[src/rtl/alu_share_arbiter_if.sv]
// Bundle between the two operand requesters, the shared ALU and the response consumer.
// slave = arbiter side, master = environment side (requesters, ALU, consumer).
interface alu_share_arbiter_if #(
  parameter int WIDTH = 8,
  parameter int SEL_W = 3
);
  logic             Req0_Valid;
  logic             Req0_Ready;
  logic [WIDTH-1:0] Req0_A;
  logic [WIDTH-1:0] Req0_B;
  logic [SEL_W-1:0] Req0_S;
  logic             Req1_Valid;
  logic             Req1_Ready;
  logic [WIDTH-1:0] Req1_A;
  logic [WIDTH-1:0] Req1_B;
  logic [SEL_W-1:0] Req1_S;
  logic [WIDTH-1:0] Alu_A;
  logic [WIDTH-1:0] Alu_B;
  logic [SEL_W-1:0] Alu_S;
  logic [WIDTH-1:0] Alu_YH;
  logic [WIDTH-1:0] Alu_YL;
  logic             Rsp_Valid;
  logic             Rsp_Ready;
  logic             Rsp_Id;
  logic [WIDTH-1:0] Rsp_YH;
  logic [WIDTH-1:0] Rsp_YL;
  logic             Busy;
  logic [7:0]       Done_Cnt0;
  logic [7:0]       Done_Cnt1;

  modport slave (
    input  Req0_Valid, Req0_A, Req0_B, Req0_S,
    input  Req1_Valid, Req1_A, Req1_B, Req1_S,
    input  Alu_YH, Alu_YL, Rsp_Ready,
    output Req0_Ready, Req1_Ready, Alu_A, Alu_B, Alu_S,
    output Rsp_Valid, Rsp_Id, Rsp_YH, Rsp_YL, Busy, Done_Cnt0, Done_Cnt1
  );

  modport master (
    output Req0_Valid, Req0_A, Req0_B, Req0_S,
    output Req1_Valid, Req1_A, Req1_B, Req1_S,
    output Alu_YH, Alu_YL, Rsp_Ready,
    input  Req0_Ready, Req1_Ready, Alu_A, Alu_B, Alu_S,
    input  Rsp_Valid, Rsp_Id, Rsp_YH, Rsp_YL, Busy, Done_Cnt0, Done_Cnt1
  );
endinterface

[src/rtl/alu_share_arbiter.sv]
// Round-robin sharing of one combinational ALU between two requesters: latch operands,
// hold them for LAT cycles, capture YH/YL and hand them back over a valid/ready response.
module alu_share_arbiter #(
  parameter int WIDTH = 8,
  parameter int SEL_W = 3,
  parameter int LAT   = 1
) (
  input  logic                 Clk,
  input  logic                 Rst_n,
  alu_share_arbiter_if.slave   bus
);
  // LAT of 0 behaves as 1; the wait counter is 4 bits wide.
  localparam int         LAT_EFF  = (LAT < 1) ? 1 : ((LAT > 15) ? 15 : LAT);
  localparam logic [3:0] LAT_LOAD = 4'(LAT_EFF);

  typedef enum logic [1:0] {IDLE, EXEC, RESP} state_t;

  state_t           state_reg, state_next;
  logic [3:0]       cnt_reg, cnt_next;
  logic             last_grant_reg, last_grant_next;
  logic [WIDTH-1:0] alu_a_reg, alu_a_next;
  logic [WIDTH-1:0] alu_b_reg, alu_b_next;
  logic [SEL_W-1:0] alu_s_reg, alu_s_next;
  logic             rsp_id_reg, rsp_id_next;
  logic [WIDTH-1:0] rsp_yh_reg, rsp_yh_next;
  logic [WIDTH-1:0] rsp_yl_reg, rsp_yl_next;
  logic [7:0]       done_cnt_reg [2];

  logic [1:0]       req_valid;
  logic [1:0]       grant;
  logic             winner;
  logic             rsp_fire;

  // On contention the requester that was not served last wins.
  always_comb begin
    req_valid = {bus.Req1_Valid, bus.Req0_Valid};
    winner    = (req_valid == 2'b11) ? ~last_grant_reg : req_valid[1];
    grant     = 2'b00;
    if (state_reg == IDLE && req_valid[winner]) begin
      grant[winner] = 1'b1;
    end
    rsp_fire = (state_reg == RESP) && bus.Rsp_Ready;
  end

  always_comb begin
    state_next      = state_reg;
    cnt_next        = cnt_reg;
    last_grant_next = last_grant_reg;
    alu_a_next      = alu_a_reg;
    alu_b_next      = alu_b_reg;
    alu_s_next      = alu_s_reg;
    rsp_id_next     = rsp_id_reg;
    rsp_yh_next     = rsp_yh_reg;
    rsp_yl_next     = rsp_yl_reg;
    case (state_reg)
      IDLE: begin
        if (|grant) begin
          alu_a_next      = winner ? bus.Req1_A : bus.Req0_A;
          alu_b_next      = winner ? bus.Req1_B : bus.Req0_B;
          alu_s_next      = winner ? bus.Req1_S : bus.Req0_S;
          rsp_id_next     = winner;
          last_grant_next = winner;
          cnt_next        = LAT_LOAD;
          state_next      = EXEC;
        end
      end
      EXEC: begin
        cnt_next = cnt_reg - 4'd1;
        if (cnt_reg == 4'd1) begin
          rsp_yh_next = bus.Alu_YH;
          rsp_yl_next = bus.Alu_YL;
          state_next  = RESP;
        end
      end
      RESP: begin
        if (bus.Rsp_Ready) begin
          state_next = IDLE;
        end
      end
      default: state_next = IDLE;
    endcase
  end

  always_ff @(posedge Clk) begin
    if (!Rst_n) begin
      state_reg      <= IDLE;
      cnt_reg        <= 4'd0;
      last_grant_reg <= 1'b1;
      alu_a_reg      <= '0;
      alu_b_reg      <= '0;
      alu_s_reg      <= '0;
      rsp_id_reg     <= 1'b0;
      rsp_yh_reg     <= '0;
      rsp_yl_reg     <= '0;
    end else begin
      state_reg      <= state_next;
      cnt_reg        <= cnt_next;
      last_grant_reg <= last_grant_next;
      alu_a_reg      <= alu_a_next;
      alu_b_reg      <= alu_b_next;
      alu_s_reg      <= alu_s_next;
      rsp_id_reg     <= rsp_id_next;
      rsp_yh_reg     <= rsp_yh_next;
      rsp_yl_reg     <= rsp_yl_next;
    end
  end

  // Completion counters, one per requester, wrapping at 256.
  for (genvar gi = 0; gi < 2; gi++) begin : g_done
    always_ff @(posedge Clk) begin
      if (!Rst_n) begin
        done_cnt_reg[gi] <= 8'd0;
      end else if (rsp_fire && (rsp_id_reg == 1'(gi))) begin
        done_cnt_reg[gi] <= done_cnt_reg[gi] + 8'd1;
      end
    end
  end

  assign bus.Req0_Ready = grant[0];
  assign bus.Req1_Ready = grant[1];
  assign bus.Alu_A      = alu_a_reg;
  assign bus.Alu_B      = alu_b_reg;
  assign bus.Alu_S      = alu_s_reg;
  assign bus.Rsp_Valid  = (state_reg == RESP);
  assign bus.Rsp_Id     = rsp_id_reg;
  assign bus.Rsp_YH     = rsp_yh_reg;
  assign bus.Rsp_YL     = rsp_yl_reg;
  assign bus.Busy       = (state_reg != IDLE);
  assign bus.Done_Cnt0  = done_cnt_reg[0];
  assign bus.Done_Cnt1  = done_cnt_reg[1];
endmodule

[src/flat_wrapper.sv]
// flat-port wrapper written by rule: the top's interface ports become plain ports
module alu_share_arbiter_flat 
#(
  parameter int WIDTH = 8,
  parameter int SEL_W = 3,
  parameter int LAT   = 1
)
  (Clk, Rst_n, bus_Req0_Valid, bus_Req0_A, bus_Req0_B, bus_Req0_S, bus_Req1_Valid, bus_Req1_A, bus_Req1_B, bus_Req1_S, bus_Alu_YH, bus_Alu_YL, bus_Rsp_Ready, bus_Req0_Ready, bus_Req1_Ready, bus_Alu_A, bus_Alu_B, bus_Alu_S, bus_Rsp_Valid, bus_Rsp_Id, bus_Rsp_YH, bus_Rsp_YL, bus_Busy, bus_Done_Cnt0, bus_Done_Cnt1);
  alu_share_arbiter_if #(.WIDTH(WIDTH), .SEL_W(SEL_W)) bus_i ();
  input  logic Clk;
  input  logic Rst_n;
  input wire logic [$bits(bus_i.Req0_Valid)-1:0] bus_Req0_Valid;
  input wire logic [$bits(bus_i.Req0_A)-1:0] bus_Req0_A;
  input wire logic [$bits(bus_i.Req0_B)-1:0] bus_Req0_B;
  input wire logic [$bits(bus_i.Req0_S)-1:0] bus_Req0_S;
  input wire logic [$bits(bus_i.Req1_Valid)-1:0] bus_Req1_Valid;
  input wire logic [$bits(bus_i.Req1_A)-1:0] bus_Req1_A;
  input wire logic [$bits(bus_i.Req1_B)-1:0] bus_Req1_B;
  input wire logic [$bits(bus_i.Req1_S)-1:0] bus_Req1_S;
  input wire logic [$bits(bus_i.Alu_YH)-1:0] bus_Alu_YH;
  input wire logic [$bits(bus_i.Alu_YL)-1:0] bus_Alu_YL;
  input wire logic [$bits(bus_i.Rsp_Ready)-1:0] bus_Rsp_Ready;
  output wire logic [$bits(bus_i.Req0_Ready)-1:0] bus_Req0_Ready;
  output wire logic [$bits(bus_i.Req1_Ready)-1:0] bus_Req1_Ready;
  output wire logic [$bits(bus_i.Alu_A)-1:0] bus_Alu_A;
  output wire logic [$bits(bus_i.Alu_B)-1:0] bus_Alu_B;
  output wire logic [$bits(bus_i.Alu_S)-1:0] bus_Alu_S;
  output wire logic [$bits(bus_i.Rsp_Valid)-1:0] bus_Rsp_Valid;
  output wire logic [$bits(bus_i.Rsp_Id)-1:0] bus_Rsp_Id;
  output wire logic [$bits(bus_i.Rsp_YH)-1:0] bus_Rsp_YH;
  output wire logic [$bits(bus_i.Rsp_YL)-1:0] bus_Rsp_YL;
  output wire logic [$bits(bus_i.Busy)-1:0] bus_Busy;
  output wire logic [$bits(bus_i.Done_Cnt0)-1:0] bus_Done_Cnt0;
  output wire logic [$bits(bus_i.Done_Cnt1)-1:0] bus_Done_Cnt1;
  assign bus_i.Req0_Valid = bus_Req0_Valid;
  assign bus_i.Req0_A = bus_Req0_A;
  assign bus_i.Req0_B = bus_Req0_B;
  assign bus_i.Req0_S = bus_Req0_S;
  assign bus_i.Req1_Valid = bus_Req1_Valid;
  assign bus_i.Req1_A = bus_Req1_A;
  assign bus_i.Req1_B = bus_Req1_B;
  assign bus_i.Req1_S = bus_Req1_S;
  assign bus_i.Alu_YH = bus_Alu_YH;
  assign bus_i.Alu_YL = bus_Alu_YL;
  assign bus_i.Rsp_Ready = bus_Rsp_Ready;
  assign bus_Req0_Ready = bus_i.Req0_Ready;
  assign bus_Req1_Ready = bus_i.Req1_Ready;
  assign bus_Alu_A = bus_i.Alu_A;
  assign bus_Alu_B = bus_i.Alu_B;
  assign bus_Alu_S = bus_i.Alu_S;
  assign bus_Rsp_Valid = bus_i.Rsp_Valid;
  assign bus_Rsp_Id = bus_i.Rsp_Id;
  assign bus_Rsp_YH = bus_i.Rsp_YH;
  assign bus_Rsp_YL = bus_i.Rsp_YL;
  assign bus_Busy = bus_i.Busy;
  assign bus_Done_Cnt0 = bus_i.Done_Cnt0;
  assign bus_Done_Cnt1 = bus_i.Done_Cnt1;
  alu_share_arbiter #(.WIDTH(WIDTH), .SEL_W(SEL_W), .LAT(LAT)) u_core (.Clk(Clk), .Rst_n(Rst_n), .bus(bus_i));
endmodule
[config.mk]
export PLATFORM = sky130hd
export DESIGN_NAME = alu_share_arbiter_flat
export DESIGN_NICKNAME = d
export VERILOG_FILES = /design/src/rtl/alu_share_arbiter_if.sv /design/src/rtl/alu_share_arbiter.sv /design/src/flat_wrapper.sv
export SDC_FILE = /design/constraint.sdc
export NUM_CORES = 1
export LEC_CHECK = 0
export CAP_MARGIN = 15
export CORE_MARGIN = 3
export CORE_UTILIZATION = 24
export DETAILED_ROUTE_END_ITERATION = 10
export PLACE_DENSITY_LB_ADDON = 0.12
export SYNTH_ARGS = -nofsm -noshare
export SYNTH_HDL_FRONTEND = slang
export SYNTH_SLANG_ARGS = --single-unit
[constraint.sdc]
create_clock -name Clk -period 1.34 [get_ports Clk]
set_input_delay 0.402 -clock Clk [delete_from_list [all_inputs] [get_ports Clk]]
set_output_delay 0.402 -clock Clk [all_outputs]
set_load 0.02 [all_outputs]
==> results.py, run 1 <==
metrics = {
    "run_status": {
        "status": "finished with violations",
        "violations": "setup timing",
    },
    "synth": {
        "ys_async_sr_fraction_pct": 0,
        "seq_area_frac_synth_pct": 53.3,
        "synth_cell_types": 32,
        "synth_flop_cell": "dfxtp_1",
        "syn_area_per_cell_sq_um": 10.1,
        "syn_inst": 248,
        "synth_edf_count": 16,
        "yosysWarnings": 0,
        "synth-seq-cells": 59,
        "synth_area_sq_um": 2520,
        "syn-num-nets": 311,
    },
    "sta": {
        "setup_viol": 66,
        "clock.fmax_ghz": 0.617,
        "report.final.slew_viol_count": 0,
        "post-route-worst-setup-slack_ps": -282,
        "worst_pin_slew_ps": 393,
        "fin_skew_ps": 12.0,
        "finalCritPeriodShare_pct": 121,
        "rsz0062_at_grt": "yes",
        "slew_headroom_pct": 73.8,
        "finalHoldViolCount": 0,
        "fin_crit_ps": 1620,
    },
    "finish": {
        "final_core_util_pct": 47.0,
        "largest_register_ffs": 16,
        "area.growth.synth_to_final_pct": 86.9,
        "fin_cells": 556,
        "layout-drive-gt1-share_pct": 45.3,
        "nets": 480,
    },
    "die": {
        "die_y_um": 108,
        "core_area_sq_um": 10000,
        "std_cell_rows": 36,
        "dieArea_sq_um": 11700,
        "num_io_pins": 115,
        "initial_core_util_pct": 25.2,
        "fp.dieW_um": 108,
    },
    "run": {
        "drv_cap": 0,
    },
    "critical_path": {
        "crit_path_end_kind": "primary output",
        "path_class": "reg -> out",
        "cp_data_arrival_time_ps": 1220,
        "cp-start-kind": "register",
        "required_ps": 940,
        "cp_max_fo": 2,
    },
    "cts": {
        "cts_tree": "yes",
        "cts_buffer_depth": 2,
        "cts_buffers": 9,
        "clockRootBuffer": "clkbuf_8",
        "cts_sinks": 59,
        "ctsHoldBuffers": 0,
        "clock_latency_ps": 330,
        "clk_pin_slew_ps": 70,
        "cts-htree-levels": 3,
    },
    "pwr": {
        "netSwitchingFraction_pct": 29.4,
        "comb_power_share_pct": 29.0,
        "p_leak_uw": 0.00197,
        "switching_power_uw": 1520,
        "power_frac_seq_pct": 39.8,
        "power_density_nw_per_um2": 1100,
        "clock_power_share_pct": 31.2,
        "p_int_uw": 3650,
        "ir_drop_uv": 623,
    },
    "drt": {
        "wl_um": 7980,
        "drt-vias-per-instance": 4.47,
        "drtAntennaViolNets": 0,
        "dr.pass1.iters": 8,
        "vias": 2488,
        "drt-wirelength-per-cell_um": 14.4,
        "first_iter_violations": 147,
        "drc": 0,
    },
    "global_routing": {
        "grt_first_pass_wirelength_um": 12500,
        "grt_pass1_vias": 2563,
        "antenna_found_initial": 2,
        "grt_use_total_pct": 13.7,
        "grt_max_degree": 32,
        "overflow": 0,
    },
    "placed_design": {
        "dp.cells": 516,
        "gp_congestion": 0.750,
        "dp_hpwl_um": 4910,
        "port-buffer-count": 114,
        "dp_slack_ps": -809,
    },
    "min_path": {
        "min_path_type": "reg -> reg",
    },
}
==> metal layers <==
metal  global-route usage, %  vias to the layer above  wire (um)  part of all wire, %
met3                    5.37                        7        644                  8.1
met5                       0                        -          7                0.088
met4                    3.16                        2         57                 0.71
met1                    16.5                     1172       3430                   43
met2                    23.0                       83       3840                   48
li1                        -                     1224          -                    -
==> power by group through the flow <==
stage               clock [uW]  sequential [uW]  combinational [uW]
floorplan                    0             2230                 440
global placement             0             2090                1220
detailed placement           0             2090                1220
CTS                       1690             2060                1420
global route              1760             2080                1620
finish                    1610             2060                1500
==> metrics by stage <==
step	TNS, ps	hold WS, ps	total power (uW)	cell area (sq um)
finish	-3630	449	5170	4700
global route	-8720	473	5460	4700
CTS	-5060	458	5170	4420
detailed placement	-28350	448	3310	4090
global placement	-28450	442	3310	4090
floorplan	-384	452	2670	2550
==> critical path: stages (launching register included) <==
cell and delay, ps:
dfxtp_4 350, nor2_4 130, buf_6 110, and3_4 180, buf_6 110
==> cell families after synthesis <==
| logic type | share of synthesized area [%] |
|---|---|
| XOR/XNOR | 4.53 |
| AND/OR/NAND/NOR | 21.0 |
| flip-flops | 53.3 |
| buffers and inverters | 4.13 |
| adder cells (fa/ha/maj) | 1.99 |
| multiplexers | 0.398 |
| AO/OA/AOI/OAI | 14.7 |
==> path summary, 6_finish.rpt <==
| check | startpoint | end | slack (ps) | cells after the start |
|---|---|---|---|---|
| max | u_core.state_reg[1] | bus_Req1_Ready | -280 | 4 |
| min | u_core.bus.Rsp_YL[3] | u_core.bus.Rsp_YL[3] | 450 | 2 |
| max reg2reg | u_core.state_reg[1] | u_core.bus.Alu_A[3] | -90 | 6 |
| min reg2reg | u_core.bus.Rsp_YL[3] | u_core.bus.Rsp_YL[3] | 450 | 2 |
==> layout make-up <==
type	count	area [sq um]
Fill cell	994	5300
Timing Repair Buffer	173	1560
Multi-Input combinational cell	169	1400
Sequential cell	59	1350
Clock buffer	13	181
Tap cell	133	166
Inverter	5	23.8
Clock inverter	3	17.5
Antenna cell	1	2.50
==> cell usage after synthesis (2+ instances only) <==
| cell type | n | area, sq um |
|---|---|---|
| nor2b_1 | 24 | 150 |
| buf_4 | 2 | 15.0 |
| nand2b_1 | 3 | 18.8 |
| inv_1 | 4 | 15.0 |
| a21oi_1 | 2 | 10.0 |
| clkbuf_1 | 6 | 22.5 |
| a21boi_1 | 17 | 128 |
| nand4_1 | 3 | 18.8 |
| xnor2_1 | 7 | 61.3 |
| ha_1 | 4 | 50.1 |
| xor2_1 | 6 | 52.6 |
| nand3_1 | 5 | 25.0 |
| and2_1 | 4 | 25.0 |
| dfxtp_1 | 43 | 861 |
| buf_2 | 5 | 25.0 |
| a222oi_1 | 19 | 190 |
| edfxtp_1 | 16 | 480 |
| o21ai_1 | 2 | 10.0 |
| a31oi_1 | 2 | 12.5 |
| nor2_1 | 17 | 63.8 |
| o21ai_0 | 2 | 10.0 |
| buf_6 | 2 | 22.5 |
| nand2_1 | 39 | 146 |
| and3_1 | 6 | 37.5 |
==> cells in the final DEF (no fill, tap or decap), drive strengths merged, types with 2 or more instances in the layout <==
master,count
nand2,39
clkbuf,13
xor2,6
a21boi,17
dlygate4sd2,2
dfxtp,43
ha,4
buf,115
and2,4
clkinv,3
inv,4
nor2,18
and3,6
a31oi,2
nand4,3
nand2b,3
a21oi,2
o21ai,5
clkdlybuf4s50,55
a222oi,19
nor2b,24
xnor2,7
edfxtp,16
nand3,5
==> repair_timing <==
item,4_1_cts,5_1_grt
endpoints found under the setup margin,110,91
setup buffers,14,8
cloned,5,0
pin swaps,33,53
gates resized for setup,281,78
(Power assumes the default switching activity.)
==> inputs of run 2 (changes only) <==
--- a/config.mk
+++ b/config.mk
@@ -10,6 +10,7 @@
 export CORE_UTILIZATION = 24
 export DETAILED_ROUTE_END_ITERATION = 10
 export PLACE_DENSITY_LB_ADDON = 0.12
+export SETUP_SLACK_MARGIN = 0.1
 export SYNTH_ARGS = -nofsm -noshare
 export SYNTH_HDL_FRONTEND = slang
 export SYNTH_SLANG_ARGS = --single-unit
==> run 2 against run 1 <==
Against the previous run:
- register-to-register slack gained 30 ps
- utilization grew 0.063 points
- sequential power grew 2%
- clock skew shrank 1.5 ps
- flip-flop and latch count is the same
- setup slack gained 120 ps
- the run still ends with setup timing left
==> results.py, run 2 (same netlist as run 1, synthesis figures left out) <==
metrics = {
    "sta": {
        "fin_skew_ps": 10.5,
        "setup_viol": 51,
        "fin_crit_ps": 1500,
        "finalHoldViolCount": 0,
        "report.final.slew_viol_count": 0,
        "worst_pin_slew_ps": 451,
        "finalCritPeriodShare_pct": 112,
        "clock.fmax_ghz": 0.666,
        "rsz0062_at_grt": "yes",
        "slew_headroom_pct": 69.9,
        "post-route-worst-setup-slack_ps": -161,
        "whs_ps": 455,
    },
    "critical_path": {
        "reg2reg_from": "u_core.state_reg[0]",
        "rr_worst_depth": 7,
        "cp-start-kind": "register",
        "critPathBufInv": 1,
        "crit_family": "flip-flops",
        "max_stage_delay_ps": 340,
        "cp_data_arrival_time_ps": 1100,
        "r2r_setup_slack_ps": -60,
        "crit_path_end_kind": "primary output",
        "crit_slowest_cell": "dfxtp_2",
        "crit_path_cell_trace": "nor2_4, and3_4, buf_6",
        "path_class": "reg -> out",
        "regToRegEndpoint": "u_core.done_cnt_reg[0][5]",
        "cp_max_fo": 3,
        "required_ps": 940,
    },
    "die": {
        "std_cell_rows": 36,
        "core_area_sq_um": 10000,
        "dieArea_sq_um": 11700,
        "num_io_pins": 115,
        "die_y_um": 108,
        "initial_core_util_pct": 25.2,
        "fp.dieW_um": 108,
    },
    "drt": {
        "dr.pass1.iters": 7,
        "wl_um": 7470,
        "vias": 2414,
        "drtAntennaViolNets": 0,
        "drt-vias-per-instance": 4.40,
        "drc": 0,
        "drt-wirelength-per-cell_um": 13.6,
        "first_iter_violations": 120,
    },
    "global_routing": {
        "grt_pass1_vias": 2407,
        "grt_first_pass_wirelength_um": 11800,
        "overflow": 0,
        "antenna_found_initial": 2,
        "grt_use_total_pct": 12.7,
        "grt_max_degree": 22,
    },
    "min_path": {
        "min_path_cells": 2,
        "hold_end": "u_core.bus.Rsp_YH[7]",
        "min_path_type": "reg -> reg",
        "min_from": "u_core.bus.Rsp_YH[7]",
    },
    "finish": {
        "design_area_sq_um": 4710,
        "nets": 473,
        "area.growth.synth_to_final_pct": 87.1,
        "fillers": 985,
        "layout_common_cells": "clkdlybuf4s50_1, buf_6, buf_4",
        "largest_register_ffs": 16,
        "layout-drive-gt1-share_pct": 50.2,
    },
    "pwr": {
        "p_leak_uw": 0.00185,
        "power_density_nw_per_um2": 1030,
        "ir_drop_uv": 618,
        "finalPower_uw": 4850,
    },
    "cts": {
        "cts_buffer_depth": 2,
        "clock_latency_ps": 330,
        "cts-htree-levels": 3,
        "cts_sinks": 59,
        "clockRootBuffer": "clkbuf_8",
        "clk_pin_slew_ps": 70,
        "cts_tree": "yes",
        "cts_buffers": 9,
    },
    "placed_design": {
        "port-buffer-count": 114,
        "dpl_cell_area_sq_um": 4110,
        "dp_hpwl_um": 4960,
        "dp_slack_ps": -811,
        "gp_congestion": 0.765,
    },
    "run_status": {
        "status": "finished with violations",
        "violations": "setup timing",
    },
    "run": {
        "drv_cap": 0,
    },
}
-- run 2: changes by cell type in the layout (fill, tap and decap cells not counted), moves of 16 or more --
cell     delta
buf_2      -42
dfxtp_1    -34
dfxtp_2    +34
buf_6      +20
buf_4      +16
-- run 2: worst reg2reg max path, delay by kind of cell, from the launching register on --
family,cells,cell delay [ps]
buffers and inverters,4,550
DFF,1,340
and+or+nand+nor,3,360
-- run 2: area by class of cell --
| cell class | instances | area, sq um | area share, % |
|---|---|---|---|
| timing repair buffer | 166 | 1670 | 35.5 |
| sequential | 59 | 1390 | 29.6 |
| multi-input combinational | 169 | 1290 | 27.5 |
| tap | 133 | 166 | 3.53 |
| clock buffer | 12 | 145 | 3.08 |
| inverter | 5 | 20.0 | 0.425 |
| clock inverter | 3 | 15.0 | 0.319 |
| antenna | 2 | 5.00 | 0.106 |
-- run 2: repair_timing --
item                                    4_1_cts  5_1_grt
endpoints found under the setup margin      129      123
buffers inserted                             10        7
hold buffers                                  0        0
gates cloned                                  0        1
hold endpoints to repair                      0        0
pin swaps                                    26        9
resized for setup                           353       62
-- run 2: report_power, final --
group / total, uW / internal [uW] / switching (uW)
Clock: 1380 / 703 / 676
Sequential: 2100 / 1990 / 108
Combinational: 1370 / 755 / 617
Total: 4850 / 3450 / 1400
-- run 2: metal layers --
metal  up-vias  GRT usage, %  wire length (um)
li1       1212             -                 -
met1      1118          16.0              3300
met2        82          19.8              3430
met3         2          6.21               725
met4         0          2.71                 6
met5         -             0                 0
-- run 2: how the worst max path moves through the flow --
stage	startpoint	end	slack [ps]	cells past startpoint
after CTS	u_core.state_reg[1]	bus_Req1_Ready	-190	3
after detailed placement	bus_Req0_Valid	bus_Req1_Ready	-810	4
after global routing	u_core.last_grant_reg	bus_Req0_Ready	-230	3
after global placement	bus_Req0_Valid	bus_Req1_Ready	-800	4
final	u_core.state_reg[0]	bus_Req1_Ready	-160	3
after floorplan	u_core.done_cnt_reg[0][0]	u_core.done_cnt_reg[0][6]	-90	5
-- run 2: per-stage QoR --
stage          TNS [ps]  utilization [%]  cells
6_report          -2060             47.1    549
3_3_place_gp     -28620             41.1    514
3_5_place_dp     -30100             41.1    514
5_1_grt           -7030             47.1    548
4_1_cts           -2430             44.4    539
2_1_floorplan      -175                -    248
